==> config.mk <==
export PLATFORM = sky130hd
export DESIGN_NAME = csr_reg_param
export DESIGN_NICKNAME = d
export VERILOG_FILES = /design/src/rtl/csr_pkg.sv /design/src/rtl/csr_bit_cell.sv /design/src/rtl/csr_reg_param.sv
export SDC_FILE = /design/constraint.sdc
export NUM_CORES = 1
export LEC_CHECK = 0
export CORE_MARGIN = 4
export CORE_UTILIZATION = 25
export DETAILED_ROUTE_END_ITERATION = 12
export GPL_ROUTABILITY_DRIVEN = 0
export PLACE_DENSITY = 0.7
export SYNTH_ARGS = -nofsm -noshare
export SYNTH_HDL_FRONTEND = slang
export SYNTH_SLANG_ARGS = --single-unit
==> constraint.sdc <==
create_clock -name clk -period 1.6 [get_ports clk]
set_input_delay 0.4 -clock clk [delete_from_list [all_inputs] [get_ports clk]]
set_output_delay 0.4 -clock clk [all_outputs]
set_load 0.02 [all_outputs]
==> src/rtl/csr_pkg.sv <==
// -----------------------------------------------------------------------------
// csr_pkg
// Shared definitions for the generated CSR register cells:
//   - csr_mode_e        : per-bit access mode
//   - byte_to_bit_mask  : expands byte enables into a per-bit mask
//   - mask_check        : true when every bit belongs to exactly one mode mask
//   - mode_of_bit       : derives the access mode of one bit from the masks
// Functions work on a fixed maximum width so one copy serves every register
// width up to CSR_MAX_W bits.
// -----------------------------------------------------------------------------
package csr_pkg;

    localparam int CSR_MAX_W  = 256;
    localparam int CSR_MAX_BE = CSR_MAX_W / 8;

    typedef enum logic [2:0] {
        RW,
        RO,
        W1C,
        W1S,
        W0C,
        RC,
        RS
    } csr_mode_e;

    function automatic logic [CSR_MAX_W-1:0] byte_to_bit_mask(
        input logic [CSR_MAX_BE-1:0] be
    );
        logic [CSR_MAX_W-1:0] mask;
        for (int i = 0; i < CSR_MAX_W; i++) begin
            mask[i] = be[i / 8];
        end
        return mask;
    endfunction

    function automatic bit mask_check(
        input int                   width,
        input logic [CSR_MAX_W-1:0] rw,
        input logic [CSR_MAX_W-1:0] ro,
        input logic [CSR_MAX_W-1:0] w1c,
        input logic [CSR_MAX_W-1:0] w1s,
        input logic [CSR_MAX_W-1:0] w0c,
        input logic [CSR_MAX_W-1:0] rc,
        input logic [CSR_MAX_W-1:0] rs
    );
        int hits;
        if (width <= 0 || width > CSR_MAX_W || (width % 8) != 0) begin
            return 1'b0;
        end
        for (int i = 0; i < width; i++) begin
            hits = int'(rw[i]) + int'(ro[i]) + int'(w1c[i]) + int'(w1s[i])
                 + int'(w0c[i]) + int'(rc[i]) + int'(rs[i]);
            if (hits != 1) begin
                return 1'b0;
            end
        end
        return 1'b1;
    endfunction

    // RW is the fall-through mode; mask_check guarantees a bit that is in no
    // other mask is in RW_MASK.
    function automatic csr_mode_e mode_of_bit(
        input int                   idx,
        input logic [CSR_MAX_W-1:0] ro,
        input logic [CSR_MAX_W-1:0] w1c,
        input logic [CSR_MAX_W-1:0] w1s,
        input logic [CSR_MAX_W-1:0] w0c,
        input logic [CSR_MAX_W-1:0] rc,
        input logic [CSR_MAX_W-1:0] rs
    );
        if (ro[idx])  return RO;
        if (w1c[idx]) return W1C;
        if (w1s[idx]) return W1S;
        if (w0c[idx]) return W0C;
        if (rc[idx])  return RC;
        if (rs[idx])  return RS;
        return RW;
    endfunction

endpackage

==> src/rtl/csr_bit_cell.sv <==
// -----------------------------------------------------------------------------
// csr_bit_cell
// One bit of a CSR register: live flop, optional shadow flop (RW + shadow
// only) and the per-mode next-value mux.
// Ports:
//   clk, rst      clock, synchronous active-high reset
//   sw            software write to this bit (wr_en & byte enable)
//   wr_bit        software write data bit
//   rd_en         software read strobe (read side effects)
//   hw_we, hw_bit hardware write enable / data for this bit
//   commit        shadow-to-live transfer (shadowed RW only)
//   live_q        current live value
//   live_next     value live_q takes at the next edge (absent reset)
//   shadow_next   value the shadow takes at the next edge; equals live_next
//                 for cells without a shadow so it never shows as pending
// -----------------------------------------------------------------------------
module csr_bit_cell
    import csr_pkg::*;
#(
    parameter csr_mode_e MODE      = RW,
    parameter logic      RST_BIT   = 1'b0,
    parameter bit        SHADOW_EN = 1'b0
) (
    input  logic clk,
    input  logic rst,
    input  logic sw,
    input  logic wr_bit,
    input  logic rd_en,
    input  logic hw_we,
    input  logic hw_bit,
    input  logic commit,
    output logic live_q,
    output logic live_next,
    output logic shadow_next
);

    logic shadow_q;
    logic shadow_wr;

    assign shadow_wr = sw ? wr_bit : shadow_q;

    // NOTE: every output of this always_comb gets a default first, so no path
    // leaves it unassigned and no latch is inferred.
    always_comb begin
        live_next = live_q;
        case (MODE)
            RW: begin
                if (SHADOW_EN) begin
                    // Commit carries the freshly written value when a write
                    // lands in the same cycle.
                    if (commit)     live_next = shadow_wr;
                    else if (hw_we) live_next = hw_bit;
                end else begin
                    if (sw)         live_next = wr_bit;
                    else if (hw_we) live_next = hw_bit;
                end
            end
            RO:  if (hw_we) live_next = hw_bit;
            // Event bits: hardware wins so a set coinciding with a clear is
            // not lost.
            W1C: if (hw_we) live_next = hw_bit; else if (sw && wr_bit)  live_next = 1'b0;
            W1S: if (hw_we) live_next = hw_bit; else if (sw && wr_bit)  live_next = 1'b1;
            W0C: if (hw_we) live_next = hw_bit; else if (sw && !wr_bit) live_next = 1'b0;
            RC:  if (hw_we) live_next = hw_bit; else if (rd_en)         live_next = 1'b0;
            RS:  if (hw_we) live_next = hw_bit; else if (rd_en)         live_next = 1'b1;
            default: live_next = live_q;
        endcase
    end

    // NOTE: state registers use non-blocking assignments so every flop
    // samples the pre-edge values regardless of process ordering.
    always_ff @(posedge clk) begin
        if (rst) live_q <= RST_BIT;
        else     live_q <= live_next;
    end

    if (MODE == RW && SHADOW_EN) begin : g_shadow
        always_ff @(posedge clk) begin
            if (rst) shadow_q <= RST_BIT;
            else     shadow_q <= shadow_wr;
        end
        assign shadow_next = shadow_wr;
    end else begin : g_no_shadow
        assign shadow_q    = 1'b0;
        assign shadow_next = live_next;
    end

    // Inputs that only some modes consume.
    logic unused_inputs;
    assign unused_inputs = ^{commit, rd_en, wr_bit, sw, shadow_wr};

endmodule

==> src/rtl/csr_reg_param.sv <==
// -----------------------------------------------------------------------------
// csr_reg_param
// Generic single CSR register with per-bit access modes, byte-enabled
// software writes, per-bit hardware updates, read side effects, optional
// shadow/commit double-buffering and a registered change pulse.
// Ports:
//   clk, rst     clock, synchronous active-high reset
//   wr_en        software write strobe
//   wr_be        byte enables for the write
//   wr_data      software write data
//   rd_en        software read strobe (triggers RC/RS side effects)
//   rd_data      combinational read data = live value (pre-side-effect)
//   hw_we        per-bit hardware write enable
//   hw_data      hardware write data
//   commit       shadow-to-live transfer; ignored without shadowing
//   reg_o        live register value
//   pending_o    shadow RW bits differ from live RW bits (registered)
//   chg_o        one-cycle pulse aligned with any live change
// -----------------------------------------------------------------------------
module csr_reg_param
    import csr_pkg::*;
#(
    parameter int                DATA_W    = 32,
    parameter logic [DATA_W-1:0] RST_VAL   = '0,
    parameter logic [DATA_W-1:0] RW_MASK   = '1,
    parameter logic [DATA_W-1:0] RO_MASK   = '0,
    parameter logic [DATA_W-1:0] W1C_MASK  = '0,
    parameter logic [DATA_W-1:0] W1S_MASK  = '0,
    parameter logic [DATA_W-1:0] W0C_MASK  = '0,
    parameter logic [DATA_W-1:0] RC_MASK   = '0,
    parameter logic [DATA_W-1:0] RS_MASK   = '0,
    parameter int                SHADOW_EN = 0
) (
    input  logic                clk,
    input  logic                rst,
    input  logic                wr_en,
    input  logic [DATA_W/8-1:0] wr_be,
    input  logic [DATA_W-1:0]   wr_data,
    input  logic                rd_en,
    output logic [DATA_W-1:0]   rd_data,
    input  logic [DATA_W-1:0]   hw_we,
    input  logic [DATA_W-1:0]   hw_data,
    input  logic                commit,
    output logic [DATA_W-1:0]   reg_o,
    output logic                pending_o,
    output logic                chg_o
);

    localparam logic [CSR_MAX_W-1:0] RW_X  = CSR_MAX_W'(RW_MASK);
    localparam logic [CSR_MAX_W-1:0] RO_X  = CSR_MAX_W'(RO_MASK);
    localparam logic [CSR_MAX_W-1:0] W1C_X = CSR_MAX_W'(W1C_MASK);
    localparam logic [CSR_MAX_W-1:0] W1S_X = CSR_MAX_W'(W1S_MASK);
    localparam logic [CSR_MAX_W-1:0] W0C_X = CSR_MAX_W'(W0C_MASK);
    localparam logic [CSR_MAX_W-1:0] RC_X  = CSR_MAX_W'(RC_MASK);
    localparam logic [CSR_MAX_W-1:0] RS_X  = CSR_MAX_W'(RS_MASK);

    if (!mask_check(DATA_W, RW_X, RO_X, W1C_X, W1S_X, W0C_X, RC_X, RS_X)) begin : g_bad_masks
        $error("csr_reg_param: DATA_W not a multiple of 8, or access masks overlap / leave bits uncovered");
    end

    logic [CSR_MAX_W-1:0] be_full;
    logic [DATA_W-1:0]    sw;
    logic [DATA_W-1:0]    live_q;
    logic [DATA_W-1:0]    live_next;
    logic [DATA_W-1:0]    shadow_next;
    logic                 chg_q;
    logic                 pending_q;

    assign be_full = byte_to_bit_mask(CSR_MAX_BE'(wr_be));
    assign sw      = {DATA_W{wr_en}} & be_full[DATA_W-1:0];

    if (DATA_W < CSR_MAX_W) begin : g_be_pad
        // Expansion bits beyond DATA_W have no consumer.
        logic unused_be_hi;
        assign unused_be_hi = ^be_full[CSR_MAX_W-1:DATA_W];
    end

    for (genvar i = 0; i < DATA_W; i++) begin : g_bit
        csr_bit_cell #(
            .MODE      (mode_of_bit(i, RO_X, W1C_X, W1S_X, W0C_X, RC_X, RS_X)),
            .RST_BIT   (RST_VAL[i]),
            .SHADOW_EN (SHADOW_EN != 0)
        ) u_cell (
            .clk         (clk),
            .rst         (rst),
            .sw          (sw[i]),
            .wr_bit      (wr_data[i]),
            .rd_en       (rd_en),
            .hw_we       (hw_we[i]),
            .hw_bit      (hw_data[i]),
            .commit      (commit),
            .live_q      (live_q[i]),
            .live_next   (live_next[i]),
            .shadow_next (shadow_next[i])
        );
    end

    // Both flags are computed from next-state values so they line up with
    // the edge that updates reg_o.
    always_ff @(posedge clk) begin
        if (rst) begin
            chg_q     <= 1'b0;
            pending_q <= 1'b0;
        end else begin
            chg_q     <= (live_next != live_q);
            pending_q <= (SHADOW_EN != 0) && (|((shadow_next ^ live_next) & RW_MASK));
        end
    end

    assign rd_data   = live_q;
    assign reg_o     = live_q;
    assign chg_o     = chg_q;
    assign pending_o = pending_q;

endmodule

# ---- Word level (Yosys, flattened, before mapping)
# Cells that the tools add are included.
dict set report totals {
  input_bits 105
  out_inout_bits 66
  elab_cells 99
  reg_bits 33
}
dict set report classes {
  mux 64
  bitwise_logic 1
  n_eq_ne 1
}
# op n
set ops {}
lappend ops {{$mux W1} 64}
lappend ops {{$and A32 B32 Y32} 1}
lappend ops {{$ne A32 B32 Y1} 1}

# ---- Depth between registers and ports, before layout
dict set report depth {
  depth_word 3
  mapped_depth 7
  depth_no_buf 5
}

# ---- By module
# A second synthesis with hierarchy kept.
dict set report unflattened {
  cells_unflattened 306
  hier_area_um2 2726.4
}
# mod cells_per_inst area_per_inst_um2 seq_area_each_um2 instances
set by_module_without_submodules {}
lappend by_module_without_submodules {csr_bit_cell 7 65.1 20.0 32}
lappend by_module_without_submodules {csr_reg_param 82 644.4 20.0 1}

# ---- Worst setup path after synthesis
# No wires, ideal clock.
dict set report synth_path {
  kind {input-to-reg}
  start {input hw_data[19]}
  end {register chg_q, in the netlist chg_o}
  cell_stages 5
  setup_time_ps 147
  t_arrival_ps 1318
  path_slack_ps 135
  path_cell_list {xor2_1 > and3_1 > a311o_1 > nor4_2 > a41oi_1}
}
dict set report synth_between {
  elab_chain_len 3
}
# element line
set synth_lines {}
lappend synth_lines {{start, declared} csr_reg_param.sv:42} ;# input logic [DATA_W-1:0] hw_data,
lappend synth_lines {{$mux W1} csr_bit_cell.sv:55} ;# else if (hw_we) live_next = hw_bit;
lappend synth_lines {{$mux W1} csr_bit_cell.sv:54} ;# if (sw) live_next = wr_bit;
lappend synth_lines {{$ne A32 B32 Y1} csr_reg_param.sv:105} ;# chg_q <= (live_next != live_q);
lappend synth_lines {{end signal, assigned} csr_reg_param.sv:105}
lappend synth_lines {{end, declared} csr_reg_param.sv:66} ;# logic chg_q;
# No other way between the ends.
# A chain may end at the register's enable or synchronous reset.

# ---- Worst setup path in the final report
dict set report layout_path {
  start {input wr_data[24]}
  end {register chg_q, in the netlist chg_o}
}
dict set report layout_between {
  elab_chain_len 2
}
# element line
set layout_lines {}
lappend layout_lines {{start, declared} csr_reg_param.sv:38} ;# input logic [DATA_W-1:0] wr_data,
lappend layout_lines {{$mux W1} csr_bit_cell.sv:54}
lappend layout_lines {{$ne A32 B32 Y1} csr_reg_param.sv:105}
# No other way between the ends.

==> results.txt <==
----------------------------------------------------
[Outcome]
  Result of the run ... finished with violations
  Violated checks ... setup timing

[STA]
  Worst Setup Slack, final ... -83.0 ps
  Final hold violation count ... 0
  Final Critical Period ... 1680 ps
  Unrepaired setup endpoints after global routing ... yes
  Highest attainable clock frequency ... 594 MHz
  Setup-violating endpoint count in the final report ... 1
  Share of the cycle needed by the critical path after routing ... 1.05
  Worst clock skew ... 3.71 ps
  Pins Over Slew Limit ... 0

[Logic synthesis]
  Synthesized netlist net count ... 432
  Total of flip-flops plus latches after synthesis ... 33
  Gate Count Post-Synth ... 327
  Sequential-to-total area share from yosys stat ... 0.236
  Syn. warnings ... 0
  Average instance area after synthesis ... 8.57 um^2
  Number of distinct library cell variants in the gate-level netlist after synthesis ... 31
  Summed instance area of the synthesized netlist ... 0.00280 mm^2

[Placed design]
  Worst slack after detailed placement ... -620 ps
  Input/output buffers ... 167
  DP HPWL ... 7540 um
  Area post-placement ... 0.00448 mm^2

[Min path]
  Instance count along the most critical hold path ... 3
  Classification of the worst-slack hold path ... input port to flop

[Worst setup path]
  Biggest cell delay along the critical path ... 440 ps
  Crit path max fanout ... 2
  Worst path slowest cell ... sky130_fd_sc_hd__clkdlybuf4s50_1
  Largest delay contributor family on the critical path ... simple AND/OR/NAND/NOR gates
  Startpoint type of the worst setup path ... input port
  Worst path buffer plus inverter count ... 1
  Endpoint class of the critical path ... flop
  Critical path start-end classification ... input port to flop
  Depth of the worst register-to-register path ... 5
  Data arrival at the endpoint of the critical path ... 1830 ps
  Stages on worst setup path ... 6
  Data required time at the worst endpoint ... 1750 ps
  Chain of cells forming the critical path ... clkdlybuf4s50_1, xor2_1, nor4_1, a31oi_1, nor3_2, a41oi_1

[Drt]
  Violation count after the first detailed-routing iteration ... 86
  Remaining DRCs ... 0
  Detailed-route via count ... 2779
  Detailed-route wire length ... 9150 um
  Detail-routed via count per cell ... 4.54
  Count of TritonRoute iterations in the first routing pass ... 4
  WL per Instance ... 15.0 um
  Antenna violation net count after detailed routing ... 0

[Final layout]
  Share of layout cells above drive strength 1 ... 0.150
  Top library cells by usage in the layout, fill and taps aside ... 83 x sky130_fd_sc_hd__clkdlybuf4s50_1, 66 x sky130_fd_sc_hd__dlygate4sd2_1, 55 x sky130_fd_sc_hd__xor2_1
  Antenna diode instance count ... 0
  Leading cell type in the layout, fill and taps excluded ... sky130_fd_sc_hd__clkdlybuf4s50_1
  P&R area growth vs syn ... 63.3%
  Final Instance Area ... 0.00458 mm^2
  Post-layout net count ... 576

[CTS]
  Insertion delay to the later sink of the worst-skew pair ... 280 ps
  TritonCTS sink count ... 33
  Reg clk slew, reported paths ... 70 ps
  Number of buffers created by CTS ... 5
  Count of hold-fix buffers inserted at cts ... 0
  CTS tree ... yes
  Deepest clock path buffer count ... 2
  Clk Tree Root Cell ... sky130_fd_sc_hd__clkbuf_8
  Deepest level of the CTS H-tree ... 2

[GRT]
  Initial antenna violation count ... 0
  Pin count of the biggest net entering global routing ... 34
  Number of global-route vias before repair ... 2907
  First-pass GRT wire length ... 14100 um
  Total gr overflow ... 0
  GRT Overall Usage ... 0.134

[Floorplanning]
  Area of the core ... 0.0109 mm^2
  Area of the die ... 0.0130 mm^2
  Starting density of the core ... 0.258
  Total number of placement rows ... 38
  Die width ... 114 um
  Number of I/O pins ... 171
  Die Y-Extent ... 114 um

[Pwr]
  Share of total power in combinational logic ... 0.426
  Sw frac ... 0.349
  Total internal power ... 1840 uW
  Total power ... 2830 uW
  Part of the power in registers ... 0.347
  Clock Power Share ... 0.227
  Switching power total ... 987 uW
  Max VDD drop ... 251 uV
  P per Cell Area ... 618 mW/mm^2
  Leakage dissipation ... 0.00228 uW

[Run]
  Number of maximum-capacitance violations ... 0

----------------------------------------------------
## final timing paths
| kind | start | to | slack [ps] |
|---|---|---|---|
| worst max-delay path | wr_data[24] | chg_o | -80 |
| worst min register to register | g_bit[21].u_cell.live_q | g_bit[21].u_cell.live_q | 580 |
| worst min-delay path | wr_data[18] | g_bit[18].u_cell.live_q | 450 |
| worst max register to register | g_bit[19].u_cell.live_q | chg_o | 0 |
## final cells by class
class	count	area [um^2]
tap	140	175
timing repair buffer	215	2010
sequential	33	664
clock buffer	8	80.1
multi-input combinational	216	1650
fill	1083	6310
## worst register-to-register path: cells and delay by family, from the launching register on
| kind | cells | cell delay, ps |
|---|---|---|
| and+or+nand+nor | 2 | 490 |
| AOI/OAI and AO/OA | 2 | 480 |
| DFF | 1 | 340 |
| xor gates and xnor gates | 1 | 160 |
## metal layers
metal  track usage  share of wire  vias to the layer above
li1              -              -                     1391
met1         0.160           0.43                     1272
met2         0.239           0.49                      108
met3        0.0366          0.069                        8
met4        0.0325         0.0077                        0
met5             0              0                        -
## registers in the layout (all words and copies together), names as in the netlist
signal and flops:
chg_o 1, g_bit.u_cell.live_q 32
## cell usage after synthesis (all sizes together)
cell type / n / area [um^2]
and3: 1 / 6.26
buf: 75 / 543
xor2: 55 / 482
and2: 1 / 8.76
xnor2: 7 / 61.3
a222oi: 5 / 50.1
a22oi: 4 / 30.0
clkbuf: 3 / 11.3
mux2i: 32 / 320
nor2: 34 / 128
a2111oi: 1 / 8.76
a211oi: 32 / 240
a21oi: 4 / 20.0
nand2: 6 / 22.5
a41oi: 1 / 8.76
o221ai: 2 / 17.5
a32oi: 1 / 8.76
dfxtp: 33 / 661
nor3: 4 / 20.0
nand3: 10 / 50.1
conb: 1 / 3.75
nand4: 2 / 12.5
nor4: 5 / 37.5
o22ai: 1 / 6.26
a31oi: 5 / 31.3
o21ai: 1 / 5.00
a311o: 1 / 10.0
## logic make-up (layout without fill, tap and decap cells)
group / count (synthesis) / count (layout) / synth area share
XOR/XNOR: 62 / 62 / 0.194
multiplexers: 32 / 32 / 0.114
AND/OR/NAND/NOR: 63 / 63 / 0.102
flip-flops: 33 / 33 / 0.236
AO/OA/AOI/OAI: 58 / 58 / 0.156
buffers and inverters: 78 / 223 / 0.198
other: 1 / 1 / 0.00134
## stage by stage
step | std cells | setup TNS, ps | utilization | hold WS, ps
3_3_place_gp | 604 | -4540 | 0.412 | 588
3_5_place_dp | 604 | -5640 | 0.412 | 607
2_1_floorplan | 327 | 0 | - | 560
5_1_grt | 612 | -146 | 0.421 | 462
6_report | 612 | -83.0 | 0.421 | 449
4_1_cts | 612 | -206 | 0.411 | 620
## power groups by stage
stage,combinational [uW],clock (uW),sequential (uW)
2_1_floorplan,708,0,989
3_3_place_gp,1270,0,999
3_5_place_dp,1280,0,1000
4_1_cts,1200,674,982
5_1_grt,1300,696,996
6_report,1210,641,982
## timing repair
action | 4_1_cts | 5_1_grt
setup endpoints to repair | 68 | 3
gates cloned | 0 | 0
pin swaps | 2 | 17
setup buffers | 0 | 0
resized for setup | 68 | 35
hold endpoints to repair | 0 | 0
(Power assumes the default switching activity.)
==> RTL change: new RTL, same settings <==
Change the parameter `DATA_W` from 32 to 64.
--- a/src/rtl/csr_reg_param.sv
+++ b/src/rtl/csr_reg_param.sv
@@ -20,7 +20,7 @@
 module csr_reg_param
     import csr_pkg::*;
 #(
-    parameter int                DATA_W    = 32,
+    parameter int                DATA_W    = 64,
     parameter logic [DATA_W-1:0] RST_VAL   = '0,
     parameter logic [DATA_W-1:0] RW_MASK   = '1,
     parameter logic [DATA_W-1:0] RO_MASK   = '0,
Ports: changed (6 resized); port bits go from 171 to 335. The function was not compared with the original's and may differ.
==> RTL change against the unedited design <==
The run still ends with negative setup slack left. Sequential cell count increased by 32. Worst setup slack got worse by 0.23 ns. Worst hold slack got worse by 0.011 ns. Sequential share of layout area decreased by 2.0 points. Via count increased to 2.6 times the old value. Power increased by 140%. Clock power increased to 2.9 times the old value. Clock skew about the same. Final area increased by 130%. Routed wire length increased to 2.9 times the old value. Area after synthesis increased by 120%.
==> RTL change: results (changes against the unedited design) <==
stage,metric,value,unit,change
global_route,GRT Resource Usage Total,0.189,,was 0.134
synth,Synth Area in XOR/XNOR,0.0508,,was 0.194
final_layout,Biggest register,g_bit.u_cell.live_q,,unchanged
clock_tree,CTS Buf Count,9,,was 5
placed_design,IO Port Bufs,331,,was 167
synth,Synth Area in Adders,0,,unchanged
clock_tree,clock-pin transition on the worst setup and hold timing paths,0.05,ns,was 0.07 ns
synth,mux cell area share after synthesis,0.106,,was 0.114
detailed_routing,Vias,7097,,"was 2,779"
clock_tree,clock buffer depth,2,,unchanged
global_route,pin count of the biggest net entering global routing,41,,was 34
hold_path,worst hold path class,primary input to flip-flop,,unchanged
final_layout,layout cells sized above 1,0.266,,was 0.150
timing,worst setup margin,-0.309,ns,was -0.0830 ns
synth,yosys warns,0,,unchanged
synth,net count after synthesis,952,,was 432
synth,Netlist cell types,47,,was 31
synth,asr flop ratio synth,0,,unchanged
timing,setup_tns,-0.309,ns,was -0.0830 ns
global_route,initial antenna violation count,3,,was 0
final_layout,Nets,1321,,was 576
setup_path,"Arr. time, crit path",2.11,ns,was 1.83 ns
detailed_routing,drt drc,0,,unchanged
synth,post-synthesis sequential area ratio,0.216,,was 0.236
power,Peak supply drop,0.383,mV,was 0.251 mV
clock_tree,clk root buf,clkbuf_16,,was clkbuf_8
placed_design,dpl cell area,0.0100,mm^2,was 0.00448 mm^2
detailed_routing,Pre-Repair DR Iteration Count,6,,was 4
synth,complex-gate fraction of the synthesized area,0.252,,was 0.156
clock_tree,H-tree level count,3,,was 2
outcome,failing checks,negative setup slack,,unchanged
timing,# setup viols final,1,,unchanged
detailed_routing,initial detailed-routing violation count,384,,was 86
final_layout,max FFs per register,64,,was 32
clock_tree,Clock Latency Late Sink,0.34,ns,was 0.28 ns
placed_design,DP Worst Slack,-0.997,ns,was -0.620 ns
setup_path,"Max FO, Critical Path",7,,was 2
global_route,first-pass GRT wire length,39400,um,"was 14,100 um"
timing,clock skew,0.00325,ns,was 0.00371 ns
detailed_routing,wire per inst,18.3,um,was 15.0 um
global_route,vias in the first global route,7394,,"was 2,907"
synth,Synth Flop Type,dfxtp_1,,unchanged
final_layout,Util after Layout,0.446,,was 0.421
synth,Area contributors post-synth,"dfxtp_1 22%, buf_4 16%, mux2i_1 11%",,"was dfxtp_1 24%, buf_4 17%, xor2_1 17%"
final_layout,fillers,2389,,"was 1,083"
synth,most common library cells after synthesis,"130 x buf_4, 65 x dfxtp_1, 64 x a211oi_1, 64 x mux2i_1, 62 x nor2_1",,"was 65 x buf_4, 55 x xor2_1, 34 x nor2_1, 33 x dfxtp_1"
outcome,outcome,"finished, violations left",,unchanged
power,Lkg Pwr,4.89,nW,was 2.28 nW
placed_design,post-DP HPWL,21600,um,was 7540 um
-- RTL change: cell count changes in the layout (fill, tap and decap cells not counted), moves of 29 or more --
cell             delta
buf_4             +133
clkdlybuf4s50_1    +77
and3b_1            +31
a211oi_1           +32
a31oi_1            +29
o21ai_0            +32
dlygate4sd2_1      +41
mux2i_1            +32
nand3_1            +36
-- RTL change: layer usage --
metal  vias to the layer above  global-route usage  routed length (um)
li1                       3422                   -                   -
met1                      3360               0.200               10000
met2                       271               0.359               13600
met3                        40              0.0517                1980
met4                         4              0.0614                 651
met5                         -                   0                  14
-- RTL change: repair_timing --
action / CTS / global route
gates resized for setup: 260 / 67
cloned: 1 / 0
setup endpoints to repair: 130 / 34
pin swaps: 29 / 20
setup buffers: 11 / 0
-- RTL change: path summary, 6_finish.rpt --
path	start	end	slack [ns]	cells past startpoint
setup / recovery	wr_en	chg_o	-0.31	12
hold / removal	wr_data[27]	g_bit[27].u_cell.live_q	0.44	3
setup reg to reg	g_bit[51].u_cell.live_q	chg_o	-0.28	8
hold reg to reg	g_bit[22].u_cell.live_q	g_bit[22].u_cell.live_q	0.58	2
-- RTL change: cells by family (layout without fill, tap and decap cells) --
| group | after synthesis | count (layout) |
|---|---|---|
| other cells | 1 | 2 |
| mux | 64 | 64 |
| buf+inv | 178 | 549 |
| flops | 65 | 65 |
| xor+xnor | 35 | 35 |
| compound gates | 214 | 214 |
| simple gates | 190 | 191 |
-- RTL change: report_power, final --
group / internal [mW] / leakage [nW] / switching, mW
Clock: 1.12 / 0.129 / 0.754
Combinational: 1.52 / 4.22 / 1.37
Sequential: 1.76 / 0.543 / 0.157
-- RTL change: worst max-delay path: stages --
cell and delay [ns]:
buf_12 0.12, buf_12 0.14, buf_4 0.14, nand2_4 0.11
buf_4 0.14, o21ai_0 0.09, o2bb2ai_2 0.17, buf_4 0.13
nand4_1 0.10, nor4_1 0.28, buf_4 0.18, a41oi_2 0.11
-- RTL change: through the flow --
stage	cells	hold slack (ns)
global placement	1413	0.565
floorplan	747	0.557
global route	1439	0.435
detailed placement	1413	0.582
CTS	1438	0.486
finish	1439	0.437
-- RTL change: final cells by class --
cell class | count | area share
flip-flops and latches | 65 | 0.125
repair buffers | 525 | 0.447
diodes | 1 | 0.000238
inverters | 10 | 0.00356
clock buffers | 14 | 0.0251
multi-input cells | 505 | 0.362
well taps | 319 | 0.0379
